<file path="src/rtl/ttt_pkg.sv">
// Shared types, result codes, winning lines and cursor helpers for the tic-tac-toe turn sequencer.
package ttt_pkg;

    typedef enum logic [1:0] {
        EMPTY = 2'b00,
        P1    = 2'b01,
        P2    = 2'b10
    } cell_t;

    typedef enum logic [1:0] {
        PLAY,
        CHECK,
        DONE
    } state_t;

    // Cell k occupies board[k]; row-major, cell 0 is the top-left corner.
    typedef logic [8:0][1:0] board_t;

    localparam logic [1:0] RES_NONE = 2'b00;
    localparam logic [1:0] RES_P1   = 2'b01;
    localparam logic [1:0] RES_P2   = 2'b10;
    localparam logic [1:0] RES_DRAW = 2'b11;

    localparam logic [3:0] WIN_LINES [8][3] = '{
        '{4'd0, 4'd1, 4'd2},
        '{4'd3, 4'd4, 4'd5},
        '{4'd6, 4'd7, 4'd8},
        '{4'd0, 4'd3, 4'd6},
        '{4'd1, 4'd4, 4'd7},
        '{4'd2, 4'd5, 4'd8},
        '{4'd0, 4'd4, 4'd8},
        '{4'd2, 4'd4, 4'd6}
    };

    function automatic logic [3:0] first_empty(board_t b);
        logic [3:0] res;
        res = 4'd0;
        for (int k = 8; k >= 0; k--) begin
            if (b[k] == EMPTY) res = 4'(k);
        end
        return res;
    endfunction

    // Descending scan so the nearest empty cell after cur (with wrap) wins; stays put if none.
    function automatic logic [3:0] next_empty(board_t b, logic [3:0] cur);
        logic [3:0] res;
        logic [4:0] idx;
        res = cur;
        for (int k = 8; k >= 1; k--) begin
            idx = {1'b0, cur} + 5'(k);
            if (idx > 5'd8) idx = idx - 5'd9;
            if (b[idx[3:0]] == EMPTY) res = idx[3:0];
        end
        return res;
    endfunction

endpackage

</file>
<file path="src/rtl/ttt_win_check.sv">
// Combinational line evaluator: flags a completed line owned by the mover and a full board.
module ttt_win_check
    import ttt_pkg::*;
(
    input  board_t board_i,
    input  cell_t  mover_i,
    output logic   win_o,
    output logic   full_o
);

    always_comb begin
        win_o  = 1'b0;
        full_o = 1'b1;
        for (int l = 0; l < 8; l++) begin
            if (board_i[WIN_LINES[l][0]] == mover_i &&
                board_i[WIN_LINES[l][1]] == mover_i &&
                board_i[WIN_LINES[l][2]] == mover_i) begin
                win_o = 1'b1;
            end
        end
        for (int k = 0; k < 9; k++) begin
            if (board_i[k] == EMPTY) full_o = 1'b0;
        end
    end

endmodule

</file>
<file path="src/rtl/ttt_turn_ctrl.sv">
// Tic-tac-toe turn sequencer: button edge detect, board register, win/draw judging.
// Define TTT_TIMEOUT_EN to build the per-turn timer that forces a move at the cursor.
module ttt_turn_ctrl
    import ttt_pkg::*;
#(
    parameter int unsigned TURN_TICKS = 750_000_000,
    parameter int unsigned TW         = 30
) (
    input  logic       clk,
    input  logic       rst,
    input  logic       sel,
    input  logic       next,
    output logic [1:0] a,
    output logic [1:0] b,
    output logic [1:0] c,
    output logic [1:0] d,
    output logic [1:0] e,
    output logic [1:0] f,
    output logic [1:0] g,
    output logic [1:0] h,
    output logic [1:0] i,
    output logic [3:0] cursor,
    output logic       turn,
    output logic [1:0] result,
    output logic       timeout
);

    state_t     state_q, state_d;
    board_t     board_q, board_d;
    logic [3:0] cursor_q, cursor_d;
    logic       turn_q, turn_d;
    logic [1:0] result_q, result_d;
    logic       timeout_q, timeout_d;
    logic       sel_q, next_q;
    logic       sel_press, next_press, auto_move;
    logic       win, full;
    cell_t      mover;

    assign sel_press  = sel & ~sel_q;
    assign next_press = next & ~next_q;
    assign mover      = turn_q ? P2 : P1;

    ttt_win_check u_win_check (
        .board_i (board_q),
        .mover_i (mover),
        .win_o   (win),
        .full_o  (full)
    );

`ifdef TTT_TIMEOUT_EN
    logic [TW-1:0] timer_q, timer_d;

    assign auto_move = (state_q == PLAY) && !sel_press && (timer_q == TW'(TURN_TICKS - 1));

    always_comb begin
        timer_d = '0;
        if (state_q == PLAY && !sel_press && !auto_move) timer_d = timer_q + 1'b1;
    end

    always_ff @(posedge clk or negedge rst) begin
        if (!rst) timer_q <= '0;
        else      timer_q <= timer_d;
    end
`else
    logic unused_cfg;
    assign unused_cfg = ^{32'(TW), 32'(TURN_TICKS)};
    assign auto_move  = 1'b0;
`endif

    always_comb begin
        state_d   = state_q;
        board_d   = board_q;
        cursor_d  = cursor_q;
        turn_d    = turn_q;
        result_d  = result_q;
        timeout_d = 1'b0;
        unique case (state_q)
            PLAY: begin
                // A forced move is placed exactly like a sel press.
                if (sel_press || auto_move) begin
                    board_d[cursor_q] = mover;
                    timeout_d         = auto_move;
                    state_d           = CHECK;
                end else if (next_press) begin
                    cursor_d = next_empty(board_q, cursor_q);
                end
            end
            CHECK: begin
                if (win) begin
                    result_d = turn_q ? RES_P2 : RES_P1;
                    state_d  = DONE;
                end else if (full) begin
                    result_d = RES_DRAW;
                    state_d  = DONE;
                end else begin
                    turn_d   = ~turn_q;
                    cursor_d = first_empty(board_q);
                    state_d  = PLAY;
                end
            end
            DONE: begin
                if (sel_press) begin
                    board_d  = '0;
                    result_d = RES_NONE;
                    turn_d   = 1'b0;
                    cursor_d = 4'd0;
                    state_d  = PLAY;
                end
            end
            default: state_d = PLAY;
        endcase
    end

    always_ff @(posedge clk or negedge rst) begin
        if (!rst) begin
            state_q   <= PLAY;
            board_q   <= '0;
            cursor_q  <= 4'd0;
            turn_q    <= 1'b0;
            result_q  <= RES_NONE;
            timeout_q <= 1'b0;
            sel_q     <= 1'b0;
            next_q    <= 1'b0;
        end else begin
            state_q   <= state_d;
            board_q   <= board_d;
            cursor_q  <= cursor_d;
            turn_q    <= turn_d;
            result_q  <= result_d;
            timeout_q <= timeout_d;
            sel_q     <= sel;
            next_q    <= next;
        end
    end

    assign a       = board_q[0];
    assign b       = board_q[1];
    assign c       = board_q[2];
    assign d       = board_q[3];
    assign e       = board_q[4];
    assign f       = board_q[5];
    assign g       = board_q[6];
    assign h       = board_q[7];
    assign i       = board_q[8];
    assign cursor  = cursor_q;
    assign turn    = turn_q;
    assign result  = result_q;
    assign timeout = timeout_q;

endmodule
</file>
<file path="config.mk">
export PLATFORM = sky130hd
export DESIGN_NAME = ttt_turn_ctrl
export DESIGN_NICKNAME = d
export VERILOG_FILES = /design/src/rtl/ttt_pkg.sv /design/src/rtl/ttt_win_check.sv /design/src/rtl/ttt_turn_ctrl.sv
export SDC_FILE = /design/constraint.sdc
export NUM_CORES = 1
export LEC_CHECK = 0
export ABC_CLOCK_PERIOD_IN_PS = 6200
export BUFFER_PORTS_ARGS = -buffer_cell sky130_fd_sc_hd__buf_2
export CAP_MARGIN = 20
export CORE_MARGIN = 5
export CORE_UTILIZATION = 30
export DETAILED_ROUTE_END_ITERATION = 6
export GPL_TIMING_DRIVEN = 0
export RECOVER_POWER = 100
export SLEW_MARGIN = 15
export SYNTH_ARGS = -nofsm -noshare
export SYNTH_HDL_FRONTEND = slang
export SYNTH_HIERARCHICAL = 1
export SYNTH_SLANG_ARGS = --single-unit
</file>
<file path="constraint.sdc">
create_clock -name clk -period 6.2 [get_ports clk]
set_input_delay 0.62 -clock clk [delete_from_list [all_inputs] [get_ports clk]]
set_output_delay 0.62 -clock clk [all_outputs]
set_load 0.005 [all_outputs]
</file>
==> impl_metrics.json <==
{
  "yosysUniqueCellTypes": 100,
  "ys_top_cells_by_area": "dfrtp_1, ha_1, o21ai_0",
  "syn_inst": 684,
  "io_buffers": 28,
  "cpPeakStageDelay_ns": 0.77,
  "min_path_type": "primary input to flop",
  "cts_made_buffers": 5,
  "synthFlopType": "dfrtp_1",
  "num_rows": 47,
  "hold_slack_ns": 0.4761,
  "synth_top_area_share_pct": 14.27,
  "maxSlewViolCount": 30,
  "path_cells": "clkbuf_1 > inv_1 > clkbuf_1 > ha_1 > clkbuf_2 > clkbuf_1 > clkbuf_1 > o21ai_0 > o31a_1 > a32oi_2 > nor3_1 > nor4b_1 > a211o_1 > a31oi_1",
  "drc": 0,
  "clkTransAtPathRegs_ns": 0.05,
  "required_ns": 6.34,
  "worstMarginPinSlew_ns": 1.605,
  "die_y_um": 140.2,
  "grt_pass1_vias": 5432,
  "cts_htree_levels": 2,
  "synth.most_common_cell": "nand2_1",
  "busiest_layer": "met2",
  "holdBufCountCts": 0,
  "cts_root_buf": "clkbuf_16",
  "outcome": "complete, but fails checks",
  "fin_cells": 940,
  "syn_to_final_growth_pct": 10.48,
  "synth.ff_latch_count": 29,
  "async_flop_share_pct": 100.0,
  "synth.cells.most_frequent": "nand2_1, o21ai_0, nor2_1, a21oi_1, nor3_1",
  "dpl.cell_count": 932,
  "firstDrtPassIters": 5,
  "crit_type": "flop to flop",
  "grtUsageMet1_pct": 26.78,
  "initial_utilization_pct": 30.67,
  "synth-edff-count": 0,
  "synth_area_per_cell_um2": 7.436,
  "dieArea_um2": 19660,
  "syn_nets": 711,
  "diodes": 0,
  "place_hpwl_um": 14550,
  "synth_seq_area_share_pct": 14.27,
  "worstPathArrival_ns": 5.96,
  "route.final.wire_length_um": 19820,
  "rsz0062_at_grt": "no",
  "gr-total-overflow": 0,
  "cts_num_sinks": 29,
  "wl_per_cell_um": 21.08,
  "hold_viol": 0,
  "slew_headroom_pct": -7.021,
  "die_x_um": 140.2,
  "ys_warn_count": 6,
  "skew_ns": 0.005658,
  "cts_tree": "yes",
  "setup_tns_ns": 0,
  "grt_max_degree": 30,
  "path_max_fanout": 13,
  "grtUsageMet3_pct": 5.317,
  "finalSetupViolCount": 0,
  "via_per_inst": 6.201,
  "grt_antenna_before_repair": 0,
  "vias": 5829,
  "cpMaxStageDelayCell": "dfrtp_1",
  "grt_pass1_wl_um": 31020,
  "yosysTopAreaCell": "dfrtp_1",
  "post_route_cells_drive_above_1_share_pct": 12.64,
  "cts_setup_buffers": 0,
  "cts.path.max_buffers": 2,
  "fin_crit_ns": 5.822,
  "nets": 746,
  "grt_use_met2_pct": 29.49,
  "path_common_cell": "clkbuf_1",
  "violations": "capacitance limit, slew limit",
  "endpoint_kind": "flop",
  "ant_nets": 0,
  "max_freq_mhz": 171.8,
  "fin_crit_sh_pct": 93.90,
  "synth_area_um2": 5086,
  "cts_resized": 0,
  "drt_iter0_drc": 676,
  "crit_family": "buffers and inverters",
  "io_pins": 30,
  "cp-start-kind": "flop",
  "grtUsageTotal_pct": 19.63,
  "coreArea_um2": 16580,
  "gp_congestion": 1.016,
  "cap_violations": 1,
  "worstSkewPairLatency_ns": 0.28,
  "path_buf_inv": 6
}
final timing paths:
check / start / to / depth (start not counted) / slack, ns
worst max-delay path: cursor[0]$_DFFE_PN0P_ / cursor[0]$_DFFE_PN0P_ / 14 / 0.38
worst min-delay path: next / next_q$_DFF_PN0_ / 1 / 0.48
worst max register to register: cursor[0]$_DFFE_PN0P_ / cursor[0]$_DFFE_PN0P_ / 14 / 0.38
worst min register to register: result[0]$_DFFE_PN0P_ / result[0]$_DFFE_PN0P_ / 2 / 0.53
max in group asynchronous: rst / f[0]$_DFFE_PN0P_ / 1 / 4.52
min in group asynchronous: rst / result[1]$_DFFE_PN0P_ / 1 / 0.74
stage by stage:
stage | setup WS, ns | utilization, % | cell area (µm²)
2_1_floorplan | 2.346 | - | 5086
3_3_place_gp | 0.8113 | 33.17 | 5502
3_5_place_dp | 0.8429 | 33.17 | 5502
4_1_cts | 0.8261 | 34.13 | 5659
5_1_grt | 0.2071 | 33.88 | 5619
6_report | 0.3782 | 33.88 | 5619
routing by layer:
metal	share of wire (%)	vias to the layer above	routed length [µm]
met5	0	-	0
met1	42	2757	8373
li1	-	2684	-
met2	44	334	8678
met4	3.2	0	637
met3	11	54	2126
logic make-up (layout without fill, tap and decap cells):
| group | Yosys count | after routing | share of synthesized area (%) |
|---|---|---|---|
| other | 1 | 1 | 0.07373 |
| DFF | 29 | 29 | 14.27 |
| muxes | 24 | 24 | 5.806 |
| xor gates and xnor gates | 24 | 24 | 4.428 |
| and+or+nand+nor | 257 | 257 | 27.16 |
| buffers and inverters | 63 | 99 | 6.027 |
| adders and majority gates | 23 | 23 | 5.658 |
| AOI/OAI and AO/OA | 263 | 263 | 36.58 |
cell type report:
class,instances,area (µm²)
plain buffers,43,207.7
clock buffers,7,152.6
clock inverters,1,5.005
fillers,1837,10960
inverters,20,75.07
multi-input cells,592,4054
flip-flops and latches,29,725.7
well taps,220,275.3
repair buffers,28,123.9
worst register-to-register path, delay by kind of cell, from the launching register on:
kind                       cells  cell delay (ns)
and+or+nand+nor                2             0.50
buffers and inverters          6             2.49
DFF                            1             0.77
AOI/OAI and AO/OA              5             1.50
adders and majority gates      1             0.44
registers in the layout (all words and copies together) (netlist names), 2 cells and up:
name and count:
result 2, g 2, h 2, d 2
state_q 2, f 2, e 2, a 2
c 2, b 2, i 2, cursor 4
cell usage in the layout (no fill, tap or decap), drive strengths merged, types with 17 or more instances in the layout:
cell type   n
a21oi      49
nand2      56
nor3       31
o22ai      22
buf        33
dfrtp      29
clkbuf     45
nor2       48
nand3      17
o21ai      60
inv        20
ha         23
Power is left out: the tool's default activity adds up to more than one toggle a clock period on the data nets, which glitch-free logic cannot reach.
